### src/rtl/regfile_wb_arbiter_pkg.sv
`default_nettype none
// ============================================================================
// Module   : regfile_pkg
// Purpose  : Shared widths, index/data types and helpers for regfile writeback.
// Revision : 1.0 - initial release
// ============================================================================
package regfile_pkg;

    localparam int REG_WIDTH_DEF = 64;
    localparam int NUM_REGS_DEF  = 32;
    localparam int NUM_REQ_DEF   = 2;
    localparam int AW_DEF        = $clog2(NUM_REGS_DEF);
    localparam int ZERO_REG      = NUM_REGS_DEF - 1;

    typedef logic [AW_DEF-1:0]        reg_idx_t;
    typedef logic [REG_WIDTH_DEF-1:0] reg_data_t;

    function automatic logic [7:0] sat_inc8(input logic [7:0] v);
        return (v == 8'hFF) ? v : v + 8'd1;
    endfunction

endpackage
`default_nettype wire

### src/rtl/regfile_wb_arbiter_if.sv
`default_nettype none
// ============================================================================
// Module   : regfile_wb_arbiter_if
// Purpose  : Writeback requester bundle (valid/ready, index, data per source).
// Revision : 1.0 - initial release
// ============================================================================
interface regfile_wb_arbiter_if
    import regfile_pkg::*;
#(
    parameter int NUM_REQ   = NUM_REQ_DEF,
    parameter int AW        = AW_DEF,
    parameter int REG_WIDTH = REG_WIDTH_DEF
);

    logic [NUM_REQ-1:0]           req_valid;
    logic [NUM_REQ*AW-1:0]        req_reg;
    logic [NUM_REQ*REG_WIDTH-1:0] req_data;
    logic [NUM_REQ-1:0]           req_ready;

    modport master (
        output req_valid,
        output req_reg,
        output req_data,
        input  req_ready
    );

    modport slave (
        input  req_valid,
        input  req_reg,
        input  req_data,
        output req_ready
    );

endinterface
`default_nettype wire

### src/rtl/regfile_wb_arbiter_rr_arbiter.sv
`default_nettype none
// ============================================================================
// Module   : rr_arbiter
// Purpose  : Round-robin single-grant arbiter; pointer moves past each winner.
// Revision : 1.0 - initial release
// ============================================================================
module rr_arbiter
    import regfile_pkg::*;
#(
    parameter  int NUM_REQ = NUM_REQ_DEF,
    localparam int IW      = $clog2(NUM_REQ)
) (
    input  wire logic               clk,
    input  wire logic               reset,
    input  wire logic               enable,
    input  wire logic [NUM_REQ-1:0] req,
    output logic      [NUM_REQ-1:0] grant,
    output logic      [IW-1:0]      grant_idx,
    output logic                    grant_valid
);

    logic [IW-1:0] ptr_q;
    logic [IW-1:0] ptr_d;

    // Reset is folded into the grant so ready stays low while it is held.
    always_comb begin
        logic [IW-1:0] cand;
        cand        = '0;
        grant       = '0;
        grant_idx   = '0;
        grant_valid = 1'b0;
        if (reset && enable) begin
            for (int k = 0; k < NUM_REQ; k++) begin
                cand = IW'((int'(ptr_q) + k) % NUM_REQ);
                if (!grant_valid && req[cand]) begin
                    grant_valid = 1'b1;
                    grant[cand] = 1'b1;
                    grant_idx   = cand;
                end
            end
        end
    end

    always_comb begin
        ptr_d = ptr_q;
        if (grant_valid) begin
            ptr_d = (grant_idx == IW'(NUM_REQ - 1)) ? '0 : grant_idx + IW'(1);
        end
    end

    always_ff @(posedge clk or negedge reset) begin
        if (!reset) begin
            ptr_q <= '0;
        end else begin
            ptr_q <= ptr_d;
        end
    end

endmodule
`default_nettype wire

### src/rtl/regfile_wb_arbiter.sv
`default_nettype none
// ============================================================================
// Module   : regfile_wb_arbiter
// Purpose  : Shares the regfile write port among writeback sources, drops X31.
// Revision : 1.0 - initial release
// ============================================================================
module regfile_wb_arbiter
    import regfile_pkg::*;
#(
    parameter  int REG_WIDTH = REG_WIDTH_DEF,
    parameter  int NUM_REGS  = NUM_REGS_DEF,
    parameter  int NUM_REQ   = NUM_REQ_DEF,
    localparam int AW        = $clog2(NUM_REGS)
) (
    input  wire logic                 clk,
    input  wire logic                 reset,
    input  wire logic                 enable,
    regfile_wb_arbiter_if.slave       wb,
    input  wire logic [AW-1:0]        ReadRegister1,
    input  wire logic [AW-1:0]        ReadRegister2,
    output logic                      RegWrite,
    output logic      [AW-1:0]        WriteRegister,
    output logic      [REG_WIDTH-1:0] WriteData,
    output logic                      hazard1,
    output logic                      hazard2,
    output logic      [7:0]           drop_count
);

    localparam int            IW       = $clog2(NUM_REQ);
    localparam logic [AW-1:0] ZERO_IDX = AW'(NUM_REGS - 1);

    logic [IW-1:0]        grant_idx;
    logic                 grant_valid;
    logic [AW-1:0]        sel_reg;
    logic [REG_WIDTH-1:0] sel_data;

    logic                 regwrite_q, regwrite_d;
    logic [AW-1:0]        wreg_q,     wreg_d;
    logic [REG_WIDTH-1:0] wdata_q,    wdata_d;
    logic [7:0]           drop_q,     drop_d;

    rr_arbiter #(
        .NUM_REQ (NUM_REQ)
    ) u_rr_arbiter (
        .clk         (clk),
        .reset       (reset),
        .enable      (enable),
        .req         (wb.req_valid),
        .grant       (wb.req_ready),
        .grant_idx   (grant_idx),
        .grant_valid (grant_valid)
    );

    assign sel_reg  = wb.req_reg[int'(grant_idx)*AW +: AW];
    assign sel_data = wb.req_data[int'(grant_idx)*REG_WIDTH +: REG_WIDTH];

    // X31 writes still complete the handshake but never reach the regfile.
    always_comb begin
        regwrite_d = 1'b0;
        wreg_d     = wreg_q;
        wdata_d    = wdata_q;
        drop_d     = drop_q;
        if (grant_valid) begin
            wreg_d     = sel_reg;
            wdata_d    = sel_data;
            regwrite_d = (sel_reg != ZERO_IDX);
            if (sel_reg == ZERO_IDX) begin
                drop_d = sat_inc8(drop_q);
            end
        end
    end

    always_ff @(posedge clk or negedge reset) begin
        if (!reset) begin
            regwrite_q <= 1'b0;
            wreg_q     <= '0;
            wdata_q    <= '0;
            drop_q     <= '0;
        end else begin
            regwrite_q <= regwrite_d;
            wreg_q     <= wreg_d;
            wdata_q    <= wdata_d;
            drop_q     <= drop_d;
        end
    end

    assign RegWrite      = regwrite_q;
    assign WriteRegister = wreg_q;
    assign WriteData     = wdata_q;
    assign drop_count    = drop_q;

    assign hazard1 = regwrite_q && (wreg_q == ReadRegister1);
    assign hazard2 = regwrite_q && (wreg_q == ReadRegister2);

endmodule
`default_nettype wire

### src/flat_wrapper.sv
// flat-port wrapper written by rule: the top's interface ports become plain ports
module regfile_wb_arbiter_flat import regfile_pkg::*;
#(
    parameter  int REG_WIDTH = REG_WIDTH_DEF,
    parameter  int NUM_REGS  = NUM_REGS_DEF,
    parameter  int NUM_REQ   = NUM_REQ_DEF,
    localparam int AW        = $clog2(NUM_REGS)
)
  (clk, reset, enable, ReadRegister1, ReadRegister2, RegWrite, WriteRegister, WriteData, hazard1, hazard2, drop_count, wb_req_valid, wb_req_reg, wb_req_data, wb_req_ready);
  regfile_wb_arbiter_if #(.NUM_REQ(NUM_REQ), .AW(AW_DEF), .REG_WIDTH(REG_WIDTH)) wb_i ();
  input  wire logic clk;
  input  wire logic reset;
  input  wire logic enable;
  input  wire logic [AW-1:0] ReadRegister1;
  input  wire logic [AW-1:0] ReadRegister2;
  output logic RegWrite;
  output logic      [AW-1:0] WriteRegister;
  output logic      [REG_WIDTH-1:0] WriteData;
  output logic hazard1;
  output logic hazard2;
  output logic      [7:0] drop_count;
  input wire logic [$bits(wb_i.req_valid)-1:0] wb_req_valid;
  input wire logic [$bits(wb_i.req_reg)-1:0] wb_req_reg;
  input wire logic [$bits(wb_i.req_data)-1:0] wb_req_data;
  output wire logic [$bits(wb_i.req_ready)-1:0] wb_req_ready;
  assign wb_i.req_valid = wb_req_valid;
  assign wb_i.req_reg = wb_req_reg;
  assign wb_i.req_data = wb_req_data;
  assign wb_req_ready = wb_i.req_ready;
  regfile_wb_arbiter #(.REG_WIDTH(REG_WIDTH), .NUM_REGS(NUM_REGS), .NUM_REQ(NUM_REQ)) u_core (.clk(clk), .reset(reset), .enable(enable), .wb(wb_i), .ReadRegister1(ReadRegister1), .ReadRegister2(ReadRegister2), .RegWrite(RegWrite), .WriteRegister(WriteRegister), .WriteData(WriteData), .hazard1(hazard1), .hazard2(hazard2), .drop_count(drop_count));
endmodule
### config.mk
export PLATFORM = sky130hd
export DESIGN_NAME = regfile_wb_arbiter_flat
export DESIGN_NICKNAME = d
export VERILOG_FILES = /design/src/rtl/regfile_wb_arbiter_pkg.sv /design/src/rtl/regfile_wb_arbiter_if.sv /design/src/rtl/regfile_wb_arbiter_rr_arbiter.sv /design/src/rtl/regfile_wb_arbiter.sv /design/src/flat_wrapper.sv
export SDC_FILE = /design/constraint.sdc
export NUM_CORES = 1
export LEC_CHECK = 0
export BUFFER_PORTS_ARGS = -buffer_cell sky130_fd_sc_hd__buf_2
export CORE_ASPECT_RATIO = 0.75
export CORE_MARGIN = 2
export CORE_UTILIZATION = 40
export CTS_BUF_LIST = sky130_fd_sc_hd__clkbuf_4 sky130_fd_sc_hd__clkbuf_8
export DETAILED_ROUTE_END_ITERATION = 8
export GPL_ROUTABILITY_DRIVEN = 1
export GPL_TIMING_DRIVEN = 1
export PLACE_DENSITY = 0.88
export SETUP_SLACK_MARGIN = 0.2
export SLEW_MARGIN = 15
export SYNTH_ARGS = -nofsm -noshare
export SYNTH_HDL_FRONTEND = slang
export SYNTH_SLANG_ARGS = --single-unit
### constraint.sdc
create_clock -name clk -period 2.08 [get_ports clk]
set_clock_uncertainty 0.05 [all_clocks]
set_input_delay 0.416 -clock clk [delete_from_list [all_inputs] [get_ports clk]]
set_output_delay 0.416 -clock clk [all_outputs]
set_load 0.01 [all_outputs]
==> impl_metrics.toml <==
[run_status]
outcome = "complete, no violations"

[cts]
cts_root_buffer = "clkbuf_8"
insertion_delay_ns = 0.33
cts_tree = "built"
numCtsBuffers = 9
cts_buffer_depth = 2
clock-sinks = 79
htreeDepth = 3
clk_pin_slew_ns = 0.08

[power]
leakagePower_nw = 2.714
ir_drop_v = 0.0003763
cellPowerDensity_mw_per_mm2 = 813.4
finalPower_mw = 4.240

[route]
via_per_inst = 5.166
post_drt_wl_per_cell_um = 14.78
drtIter0Drc = 158
drc = 0
wl_um = 10530
firstDrtPassIters = 6
postRouteAntennaNets = 0
num_vias = 3678

[timing]
period_share = 0.9445
rsz0062_at_grt = "true"
slew_violations = 0
setup_ws_ns = 0.1155
fin_crit_ns = 1.965
fmax_mhz = 509.0
fin_tns_setup_ns = 0
slew_headroom = 0.6423
hold_violations = 0
setup_viol = 0
worstMarginPinSlew_ns = 0.5365

[yosys]
synth_top_flop_cell = "dfrtp_1"
syn_inst = 371
seq_area_frac_synth = 0.5517
synth_area_per_cell_sq_um = 9.659
syn_nets = 525
synth_edf_count = 0
synthArstFlopShare = 1.000
yosysUniqueCellTypes = 28
synth_seq_cells = 79
syn_area_sq_mm = 0.003583
ys_warn_count = 0

[critical_path]
critPathSlowestCell = "dfrtp_1"
r2r_start = "u_core.u_rr_arbiter.ptr_q"
cpPeakStageDelay_ns = 0.43
end_kind = "primary output"
critPathRequiredTime_ns = 1.61
critPathArrivalTime_ns = 1.50
timing.rr.end = "u_core.drop_count[1]"
reg2reg_slack_ns = 0.22
critPathKind = "reg2out"
cp_num_buf_inv = 1
worst-path-max-fanout = 4
crit_family = "simple AND/OR/NAND/NOR gates"
crit_chain = "xor2_1, nor4_1, and3_1, buf_2"
start_kind = "flop"
reg2reg_depth = 4

[final_layout]
areaGrowthSynthToFinish_pct = 45.46
nets = 754
drive_gt1_frac = 0.4553
fillers = 738
final_cells = 712
antennaDiodeCount = 0
fin_area_sq_mm = 0.005213

[global_routing]
grt_pass1_wl_um = 16610
grt-busiest-layer = "met2"
gr-usage-met1 = 0.2519
grt_pass1_vias = 3599
grt.overflow.total = 0
use_met2 = 0.3821
antenna_found_initial = 0
grt_max_degree = 141
grt_usage = 0.2141
use_met3 = 0.06290

[die]
dieArea_sq_mm = 0.009740
num_rows = 29
start_util = 0.4185
die_x_um = 113.3
ioPinCount = 235
die_h_um = 85.97
core_area_sq_mm = 0.008563

[hold_path]
min_path_type = "in2async"

[placed_design]
placed_area_sq_mm = 0.004888
place_congestion = 0.8036
portBuffers = 234
post-dp-hpwl_um = 7915
placedCellCount = 693
pre_cts_ws_ns = 0.08077

[job]
cap_violations = 0
## stage by stage
step           utilization  hold WS, ns
5_1_grt             0.6087       0.1242
4_1_cts             0.6018       0.1135
3_5_place_dp        0.5709       0.4143
3_3_place_gp        0.5709       0.4092
2_1_floorplan            -      0.07041
6_report            0.6087       0.1094
## worst max-delay path by stage
stage | from | endpoint | slack, ns | depth (start not counted)
4_1_cts | u_core.WriteRegister[3] | hazard2 | 0.10 | 4
6_report | u_core.WriteRegister[2] | hazard2 | 0.12 | 4
5_1_grt | u_core.WriteRegister[2] | hazard2 | 0.04 | 4
3_5_place_dp | wb_req_valid[0] | u_core.drop_count[1] | 0.08 | 5
3_3_place_gp | wb_req_valid[0] | u_core.drop_count[1] | 0.11 | 5
2_1_floorplan | wb_req_reg[7] | u_core.drop_count[1] | 0.22 | 5
## cells in the mapped netlist (2+ instances only)
cell / count / area, sq um
dfrtp_1: 79 / 1977
nand2_1: 71 / 266.5
o21ai_0: 69 / 345.3
o22ai_1: 64 / 400.4
clkbuf_1: 23 / 86.33
xor2_1: 13 / 113.9
inv_1: 5 / 18.77
mux2i_1: 5 / 50.05
a2111oi_2: 4 / 60.06
buf_1: 4 / 15.01
nand3_1: 4 / 20.02
xnor2_1: 4 / 35.03
and3_1: 3 / 18.77
nand4_1: 3 / 18.77
a211oi_1: 2 / 15.01
a21oi_1: 2 / 10.01
buf_2: 2 / 10.01
nor2_1: 2 / 7.510
nor4_1: 2 / 12.51
o211ai_1: 2 / 15.01
## power by group
part | internal (mW) | total [mW] | switching [mW]
combinational | 0.451 | 1.01 | 0.555
sequential | 1.77 | 1.91 | 0.141
clock | 0.816 | 1.33 | 0.511
total | 3.03 | 4.24 | 1.21
## worst reg2reg max path, cell delays in order (launching register included)
cell     delay (ns)
dfrtp_2        0.43
nor2b_4        0.06
or4_4          0.59
a21oi_1        0.26
mux2_2         0.36
## cells in the final DEF (no fill, tap or decap), drive strengths merged, types with 5 or more instances in the layout
cell	instances
dfrtp	79
clkbuf	11
xor2	13
o22ai	64
nand2	71
o21ai	69
inv	5
buf	248
mux2i	5
## final cells by class
| class | instances | area [sq um] | share of cell area |
|---|---|---|---|
| Clock buffer | 11 | 138.9 | 0.02664 |
| Clock inverter | 4 | 95.09 | 0.01824 |
| Inverter | 5 | 18.77 | 0.003601 |
| Multi-Input combinational cell | 257 | 1541 | 0.2957 |
| Sequential cell | 79 | 1979 | 0.3797 |
| Tap cell | 108 | 135.1 | 0.02592 |
| Timing Repair Buffer | 248 | 1304 | 0.2501 |
## cells by family (layout without fill, tap and decap cells)
family / after synthesis / after routing / share of synthesized area
buffers and inverters: 35 / 268 / 0.03945
XOR/XNOR: 17 / 17 / 0.04155
AND/OR/NAND/NOR: 88 / 88 / 0.1054
adder cells (fa/ha/maj): 1 / 1 / 0.003491
multiplexers: 6 / 6 / 0.01711
flip-flops: 79 / 79 / 0.5517
AO/OA/AOI/OAI: 145 / 145 / 0.2413
## timing repair
action / CTS / global route
setup endpoints to repair: 2 / 7
setup buffers: 4 / 0
endpoints found under the hold margin: 0 / 0
hold buffers: 0 / 0
gates resized for setup: 1 / 6
pin swaps: 5 / 4
## metal layers
metal	vias to the layer above	wire length, um
li1	1804	-
met1	1684	4345
met2	171	5306
met3	19	714
met4	0	157
met5	-	0
## sequential cells by signal, summed over array words and instances, names as in the netlist
| signal | count |
|---|---|
| u_core.u_rr_arbiter.ptr_q | 1 |
| u_core.drop_count | 8 |
| u_core.RegWrite | 1 |
| u_core.WriteRegister | 5 |
| u_core.WriteData | 64 |
Note: power is estimated with default switching activity, not from simulation.
